$ cat config.mk
export PLATFORM = sky130hd
export DESIGN_NAME = alarm_unit
export DESIGN_NICKNAME = d
export VERILOG_FILES = /design/src/rtl/alarm_unit.sv
export SDC_FILE = /design/constraint.sdc
export NUM_CORES = 1
export LEC_CHECK = 0
export ABC_AREA = 1
export BUFFER_PORTS_ARGS = -buffer_cell sky130_fd_sc_hd__buf_2
export CAP_MARGIN = 0
export CELL_PAD_IN_SITES_DETAIL_PLACEMENT = 0
export CELL_PAD_IN_SITES_GLOBAL_PLACEMENT = 1
export CORE_MARGIN = 2
export CORE_UTILIZATION = 46
export CTS_BUF_LIST = sky130_fd_sc_hd__clkbuf_8
export CTS_CLUSTER_DIAMETER = 60
export DETAILED_ROUTE_END_ITERATION = 7
export PLACE_DENSITY = 0.84
export SLEW_MARGIN = 20
export SYNTH_ARGS = -nofsm -noshare
export SYNTH_HDL_FRONTEND = slang
export SYNTH_SLANG_ARGS = --single-unit
$ cat constraint.sdc
create_clock -name clk_1khz -period 3.7 [get_ports clk_1khz]
set_clock_uncertainty 0.15 [all_clocks]
set_input_delay 0.185 -clock clk_1khz [delete_from_list [all_inputs] [get_ports clk_1khz]]
set_output_delay 0.185 -clock clk_1khz [all_outputs]
set_load 0.05 [all_outputs]
$ cat src/rtl/alarm_unit.sv
// Alarm unit: stores an editable BCD alarm time, rings on a time match,
// supports a limited number of snoozes and drives a pulsed 500 Hz buzzer.
module alarm_unit #(
  parameter int RING_SECS   = 60,
  parameter int SNOOZE_SECS = 300,
  parameter int MAX_SNOOZE  = 3
) (
  input  logic       clk_1khz,
  input  logic       clr,
  input  logic       tick_1hz,
  input  logic [1:0] clock_hour_h,
  input  logic [3:0] clock_hour_l,
  input  logic [2:0] clock_min_h,
  input  logic [3:0] clock_min_l,
  input  logic [2:0] clock_sec_h,
  input  logic [3:0] clock_sec_l,
  input  logic       alarm_en,
  input  logic       set_mode,
  input  logic       pos_step,
  input  logic       inc,
  input  logic       stop,
  input  logic       snooze,
  output logic [1:0] alarm_hour_h,
  output logic [3:0] alarm_hour_l,
  output logic [2:0] alarm_min_h,
  output logic [3:0] alarm_min_l,
  output logic [1:0] edit_pos,
  output logic       ringing,
  output logic       snoozing,
  output logic       beep
);

  localparam int RW = $clog2(RING_SECS + 1);
  localparam int SW = $clog2(SNOOZE_SECS + 1);
  localparam int NW = $clog2(MAX_SNOOZE + 1);

  localparam logic [RW-1:0] RING_LAST = RW'(RING_SECS - 1);
  localparam logic [SW-1:0] SNZ_LAST  = SW'(SNOOZE_SECS - 1);
  localparam logic [NW-1:0] SNZ_MAX   = NW'(MAX_SNOOZE);
  localparam logic [9:0]    MS_MAX    = 10'd999;

  typedef enum logic [1:0] {IDLE, RING, SNOOZE} state_t;

  state_t        state;
  logic [RW-1:0] ring_cnt;
  logic [SW-1:0] snz_cnt;
  logic [NW-1:0] snz_num;
  logic [9:0]    ms_cnt;
  logic          time_match;
  logic          beep_win;

  // Millisecond phase counter that parks at its top value until the next tick
  function automatic logic [9:0] sat_inc_ms(input logic [9:0] v);
    return (v >= MS_MAX) ? MS_MAX : v + 10'd1;
  endfunction

  // Alarm fires only on the seconds update that lands on hh:mm:00
  assign time_match = (clock_hour_h == alarm_hour_h) && (clock_hour_l == alarm_hour_l) &&
                      (clock_min_h == alarm_min_h) && (clock_min_l == alarm_min_l) &&
                      (clock_sec_h == 3'd0) && (clock_sec_l == 4'd0);

  // Three 100 ms bursts at the start of each second
  assign beep_win = (ms_cnt < 10'd100) ||
                    ((ms_cnt >= 10'd200) && (ms_cnt < 10'd300)) ||
                    ((ms_cnt >= 10'd400) && (ms_cnt < 10'd500));

  // Alarm time editing: one digit at a time, no carries between digits
  always_ff @(posedge clk_1khz or posedge clr) begin
    if (clr) begin
      alarm_hour_h <= 2'd0;
      alarm_hour_l <= 4'd7;
      alarm_min_h  <= 3'd0;
      alarm_min_l  <= 4'd0;
      edit_pos     <= 2'd0;
    end else if (set_mode) begin
      if (pos_step) edit_pos <= edit_pos + 2'd1;
      if (inc) begin
        case (edit_pos)
          2'd0: alarm_min_l <= (alarm_min_l >= 4'd9) ? 4'd0 : alarm_min_l + 4'd1;
          2'd1: alarm_min_h <= (alarm_min_h >= 3'd5) ? 3'd0 : alarm_min_h + 3'd1;
          2'd2: begin
            if (((alarm_hour_h == 2'd2) && (alarm_hour_l >= 4'd3)) || (alarm_hour_l >= 4'd9))
              alarm_hour_l <= 4'd0;
            else
              alarm_hour_l <= alarm_hour_l + 4'd1;
          end
          default: begin
            if (alarm_hour_h >= 2'd2) begin
              alarm_hour_h <= 2'd0;
            end else begin
              alarm_hour_h <= alarm_hour_h + 2'd1;
              // Entering the 20s must not leave an hour above 23
              if ((alarm_hour_h == 2'd1) && (alarm_hour_l > 4'd3)) alarm_hour_l <= 4'd0;
            end
          end
        endcase
      end
    end
  end

  // Alarm state machine with its second counters and registered indicators
  always_ff @(posedge clk_1khz or posedge clr) begin
    if (clr) begin
      state    <= IDLE;
      ring_cnt <= '0;
      snz_cnt  <= '0;
      snz_num  <= '0;
      ringing  <= 1'b0;
      snoozing <= 1'b0;
    end else if (!alarm_en || set_mode) begin
      state    <= IDLE;
      ringing  <= 1'b0;
      snoozing <= 1'b0;
    end else begin
      case (state)
        IDLE: begin
          if (tick_1hz && time_match) begin
            state    <= RING;
            ring_cnt <= '0;
            snz_num  <= '0;
            ringing  <= 1'b1;
            snoozing <= 1'b0;
          end
        end
        RING: begin
          if (stop) begin
            state   <= IDLE;
            ringing <= 1'b0;
          end else if (snooze && (snz_num < SNZ_MAX)) begin
            state    <= SNOOZE;
            snz_num  <= snz_num + NW'(1);
            snz_cnt  <= '0;
            ringing  <= 1'b0;
            snoozing <= 1'b1;
          end else if (tick_1hz) begin
            if (ring_cnt == RING_LAST) begin
              state   <= IDLE;
              ringing <= 1'b0;
            end else begin
              ring_cnt <= ring_cnt + RW'(1);
            end
          end
        end
        SNOOZE: begin
          if (stop) begin
            state    <= IDLE;
            snoozing <= 1'b0;
          end else if (tick_1hz) begin
            if (snz_cnt == SNZ_LAST) begin
              state    <= RING;
              ring_cnt <= '0;
              ringing  <= 1'b1;
              snoozing <= 1'b0;
            end else begin
              snz_cnt <= snz_cnt + SW'(1);
            end
          end
        end
        default: begin
          state    <= IDLE;
          ringing  <= 1'b0;
          snoozing <= 1'b0;
        end
      endcase
    end
  end

  // Beep phase counter and 500 Hz buzzer toggle during ring bursts
  always_ff @(posedge clk_1khz or posedge clr) begin
    if (clr) begin
      ms_cnt <= 10'd0;
      beep   <= 1'b0;
    end else begin
      ms_cnt <= tick_1hz ? 10'd0 : sat_inc_ms(ms_cnt);
      beep   <= ((state == RING) && beep_win) ? ~beep : 1'b0;
    end
  end

endmodule

# After elaboration in Yosys (flattened, before gate mapping)
# Cells that the tools add are included.
# word_totals
in_bits,29
elab_cells,167
regBits,47
# op_classes
add_sub_neg,9
eq_ne,33
muxes,57
magnitude_cmp,13
n_reduce_logical,38
n_bitwise,4
# ops
operator,n
6-bit two-way mux,8
9-bit two-way mux,5
2-bit two-way mux,13
"10-bit by 9-bit < comparator with 1-bit output, second input constant",2
10-bit two-way mux,2
"2-bit inequality test, second input constant",10
5-bit AND reduction,4
"3-bit inequality test, second input constant",6
6-bit one-hot mux with 3 select lines,1
9-bit one-hot mux with 2 select lines,1
1-bit two-way mux,17
4-bit two-way mux,4
1-bit logical AND,12
"10-bit by 1-bit adder with 10-bit output, second input constant",1
"10-bit >= comparator, second input constant",1
"10-bit by 8-bit >= comparator with 1-bit output, second input constant",1
"10-bit by 9-bit >= comparator with 1-bit output, second input constant",1
"10-bit by 7-bit < comparator with 1-bit output, second input constant",1
"5-bit inequality test, second input constant",2
10-bit AND reduction,1
"9-bit by 1-bit adder with 9-bit output, second input constant",1
"9-bit == test, second input constant",1
3-bit AND reduction,3
"4-bit by 1-bit adder with 4-bit output, second input constant",2
35 further kinds,54

# Logic depth before layout (Yosys ltp)
# depth
depth_word,10
ltp_mapped,11

# Worst setup path after synthesis
# OpenSTA, ideal clock, no wires.
# synth_path
path_kind,register to register
from,register alarm_min_l[1]
to,register snz_num[0]
setup_slack_ns,1.852
path_stages_with_launch,12
n_path_buf,0
period_less_slack_ns,1.848
setup_time_ns,0.126
t_arrival_ns,1.572
path_cell_list,dfrtp_1 > inv_1 > nand2_1 > nand2_1 > nor2_1 > nand2_1 > nor2_1 > nand2_1 > nand2_4 > nand2_1 > nand2_1 > o21ai_0
# synth_via
elab_chain_len,7
# synth_rtl
element,line_no,source
from (decl),26,"output logic [3:0] alarm_min_l,"
from (signal assigned),79,2'd0: alarm_min_l <= (alarm_min_l >= 4'd9) ? 4'd0 : alarm_min_l + 4'd1;
4-bit == test,59,(clock_min_h == alarm_min_h) && (clock_min_l == alarm_min_l) &&
1-bit logical AND (2 in a row),59,
1-bit logical AND,60,(clock_sec_h == 3'd0) && (clock_sec_l == 4'd0);
1-bit logical AND,117,if (tick_1hz && time_match) begin
2-bit inequality test (no line),--,
5-bit AND reduction (no line),--,
to (signal assigned),131,snz_num <= snz_num + NW'(1);
to (decl),47,logic [NW-1:0] snz_num;
# Every way passes these cells.
# A chain may end at the register's enable or synchronous reset.

# Final worst setup path
# layout_path
from,register snz_cnt[0]
to,register snz_cnt[6]
# layout_via
elab_chain_len,5
word_cells_on_any_way,8
classes_between,add/sub: 1; eq/ne: 2; mux: 4; reduce/logical: 1
# layout_rtl
element,line_no,source
from (decl),46,logic [SW-1:0] snz_cnt;
from (signal assigned),155,snz_cnt <= snz_cnt + SW'(1);
9-bit by 1-bit adder with 9-bit output,155,
9-bit two-way mux,149,if (snz_cnt == SNZ_LAST) begin
9-bit two-way mux,148,end else if (tick_1hz) begin
9-bit two-way mux,145,if (stop) begin
9-bit one-hot mux with 2 select lines,115,case (state)
# Several ways; a longest one is shown, not always the timed one. The select of a mux whose other input is x is not followed.

==> results by group <==
Outcome
  – Outcome: finished clean

STA
  – Clock period minus worst slack: 2.22 ns
  – Hold Fails Final Rpt: 0
  – RSZ-0062 raised after global routing: no
  – Final WS setup: 1.48 ns
  – Post-Route Setup TNS: 0 ns
  – Pins Over Slew Limit: 0
  – Part of the cycle the worst path needs: 0.600
  – Max Clock Freq: 0.451 GHz
  – WHS: a little under 0.05 ns
  – Slew margin rel.: 0.440
  – Slew @ Worst Pin: ~0.84 ns
  – Setup violators final: 0

Clock tree
  – Clk_lat worst skew: around 0.30 ns
  – Clk slew on worst S/H paths: ~0.090 ns
  – # Post-CTS Setup Buffers: 0
  – CTS tree: done
  – # hold bufs at CTS: 1
  – CTS max path bufs: 2
  – CTS Root Buffer Type: clkbuf_8
  – CTS buffer count: 5
  – Htree depth: 2
  – Clock Sinks: between 40 and 50
  – Post-CTS sizing: 0

Power
  – Net Sw Frac: 0.445
  – Power Density: 487 mW/mm2
  – Psw: 804 uW
  – PnR Total Power: 1800 uW
  – Max VDD drop: between 0.0003 and 0.0004 V
  – Leakage power: 0.00203 uW
  – Sequential share of power: 0.390
  – Internal power: roughly 1000 uW
  – Gate power share: 0.399
  – Clk pwr share: 0.211

Yosys
  – Sequential fraction of the synthesis area: 0.362
  – Top-count cell post-synth: nand2_1
  – Syn Inst Count: 453
  – Area contributors post-synth: dfrtp_1 34%, nand2_1 15%, inv_1 8.9%, ha_1 6.5%, nor2_1 5.4%
  – Net Count, Synth: 499
  – Post-synth top area share: 0.338
  – Area leader, netlist: dfrtp_1
  – Synth Warn #: 0
  – Count of cell types in the netlist: 42
  – Ys async rst share: 1.00
  – Seq cells post-synth: 47
  – Ys flop type: dfrtp_1
  – Synth cell count leaders: 129 x nand2_1, 77 x inv_1, 47 x nor2_1
  – Cell Area, Synth: around 0.0033 mm2
  – Syn Area/Cell: 7.20 um2
  – Post-synth EDFFs: 0

Place
  – DP Area: between 0.003 and 0.004 mm2
  – Port bufs: 46
  – Pre-CTS WS: approximately 1.5 ns
  – Hpwl dp: 5.03 mm
  – Placer Congestion: just under 0.8

Flow run
  – # Max-Cap Violations: 0

Drt
  – Routed wire per std cell: around 11 um
  – Antenna-violating nets left: 0
  – Via count: 2833
  – Drc violations: 0
  – Pre-Repair DR Iteration Count: 4
  – Final WL: ~6.6 mm
  – Initial DRC Count: 91
  – Via-per-instance ratio: around 4.7

Critical path
  – Maximum fanout along the worst path: 19
  – WP data required: 3.77 ns
  – Critical Path AT: 2.29 ns
  – CP max stage cell: and2_1
  – Setup crit start kind: flip-flop
  – Worst path max stage delay: 0.67 ns
  – CP bufs+invs: 0
  – Reg-to-Reg Start: snz_cnt[0]
  – Cell Chain, Critical Path: ha_1, nand2_2, nor3_2, nand2_1, nand2_2, nand2_1, and2_1, nand3_1, o21ai_2
  – CP startpoint: snz_cnt[0]
  – Setup Crit Path Kind: reg2reg
  – Crit path capture type: flip-flop
  – CP top delay family: simple AND/OR/NAND/NOR gates

Floorplanning
  – Core Region: 0.00683 mm2
  – Initial Utilization: 0.477
  – Die ar.: just under 0.008 mm2
  – Standard-cell row count: 30
  – Die Ht: 88.2 um
  – I/O pin count: 47
  – Die X: 88.2 um

Finish
  – Layout cells sized above 1: 0.176
  – Diode count: 0
  – Fin area: 0.00371 mm2
  – Final Net Count: 551
  – Area Overhead vs Synth: 13.7%

Global routing
  – Initial antenna violation count: 0
  – Largest net degree at the start of global routing: 48
  – First-pass GRT wire length: between 10 and 15 mm
  – GRT Total Usage: 0.183
  – Vias in the first global route: between 2000 and 3000
  – Gr ovfl total: 0

Hold path
  – Min-delay src: pos_step
  – Worst hold path type: in2reg
-- power by group through the flow --
stage | Sequential, uW | Combinational [uW] | Clock, uW
2_1_floorplan | 948 | 306 | 0
3_3_place_gp | 712 | 716 | 0
3_5_place_dp | 716 | 720 | 0
4_1_cts | 706 | 724 | 393
5_1_grt | 720 | 807 | 414
6_report | 704 | 720 | 381
-- stage by stage --
step                      instances   util
after floorplan                 453      -
after global placement          592  0.523
after detailed placement        592  0.523
after CTS                       601  0.541
after global routing            602  0.543
final                           602  0.543
-- area by class of cell --
class / count / area [um2]
Timing Repair Buffer: 48 / 250
Tap cell: 96 / 120
Multi-Input combinational cell: 322 / 1730
Sequential cell: 47 / 1180
Clock inverter: 3 / 43.8
Clock buffer: 5 / 68.8
Inverter: 81 / 310
Fill cell: 702 / 3120
-- state kept, by name (all words and copies together) (netlist names), 2 cells and up --
register and count:
ring_cnt 6, state 2, snz_num 2, alarm_min_l 4, edit_pos 2, alarm_min_h 3
ms_cnt 10, alarm_hour_l 4, alarm_hour_h 2, snz_cnt 9
-- worst register-to-register path: cells and delay by family (launching register included) --
family / cells / cell delay [ns]
compound gates: 1 / 0.10
flops: 1 / 0.42
fa+ha+maj: 1 / 0.25
simple gates: 7 / 1.23
-- per-layer routing --
layer	track usage	wire length [um]	vias up	share of wire
met5	0	0	-	0
met4	0.0399	61	0	0.0092
met3	0.0302	232	6	0.035
met2	0.295	2860	44	0.43
met1	0.259	3460	1258	0.52
li1	-	-	1525	-
-- cell usage in the layout, fill, tap and decap left out, drive strengths merged, types with 2 or more instances in the layout --
cell type	instances
a21oi	12
a31oi	2
buf	46
clkbuf	5
clkinv	3
dfrtp	44
dfstp	3
dlygate4sd3	2
ha	17
inv	80
nand2	137
nand3	29
nand4	8
nor2	50
nor3	6
nor3b	2
o211ai	2
o21ai	32
or2	3
xnor2	4
xor2	9
-- worst paths after layout --
| path | cells past startpoint | endpoint | slack (ns) |
|---|---|---|---|
| min reg2reg | 1 | beep | 0.27 |
| max reg2reg | 9 | snz_cnt[6] | 1.48 |
| min in group asynchronous | 3 | ms_cnt[0] | 0.41 |
| min | 3 | edit_pos[1] | 0.05 |
| max in group asynchronous | 3 | snz_num[1] | 2.50 |
| max | 9 | snz_cnt[6] | 1.48 |
-- cells by family (layout without fill, tap and decap cells) --
kind of cell,after synthesis,in the layout,synth area share
buffers and inverters,84,137,0.106
XOR/XNOR,13,13,0.0349
AO/OA/AOI/OAI,53,53,0.0967
flip-flops,47,47,0.362
adder cells (fa/ha/maj),17,17,0.0653
AND/OR/NAND/NOR,239,239,0.335
Note: power is estimated with default switching activity, not from simulation.
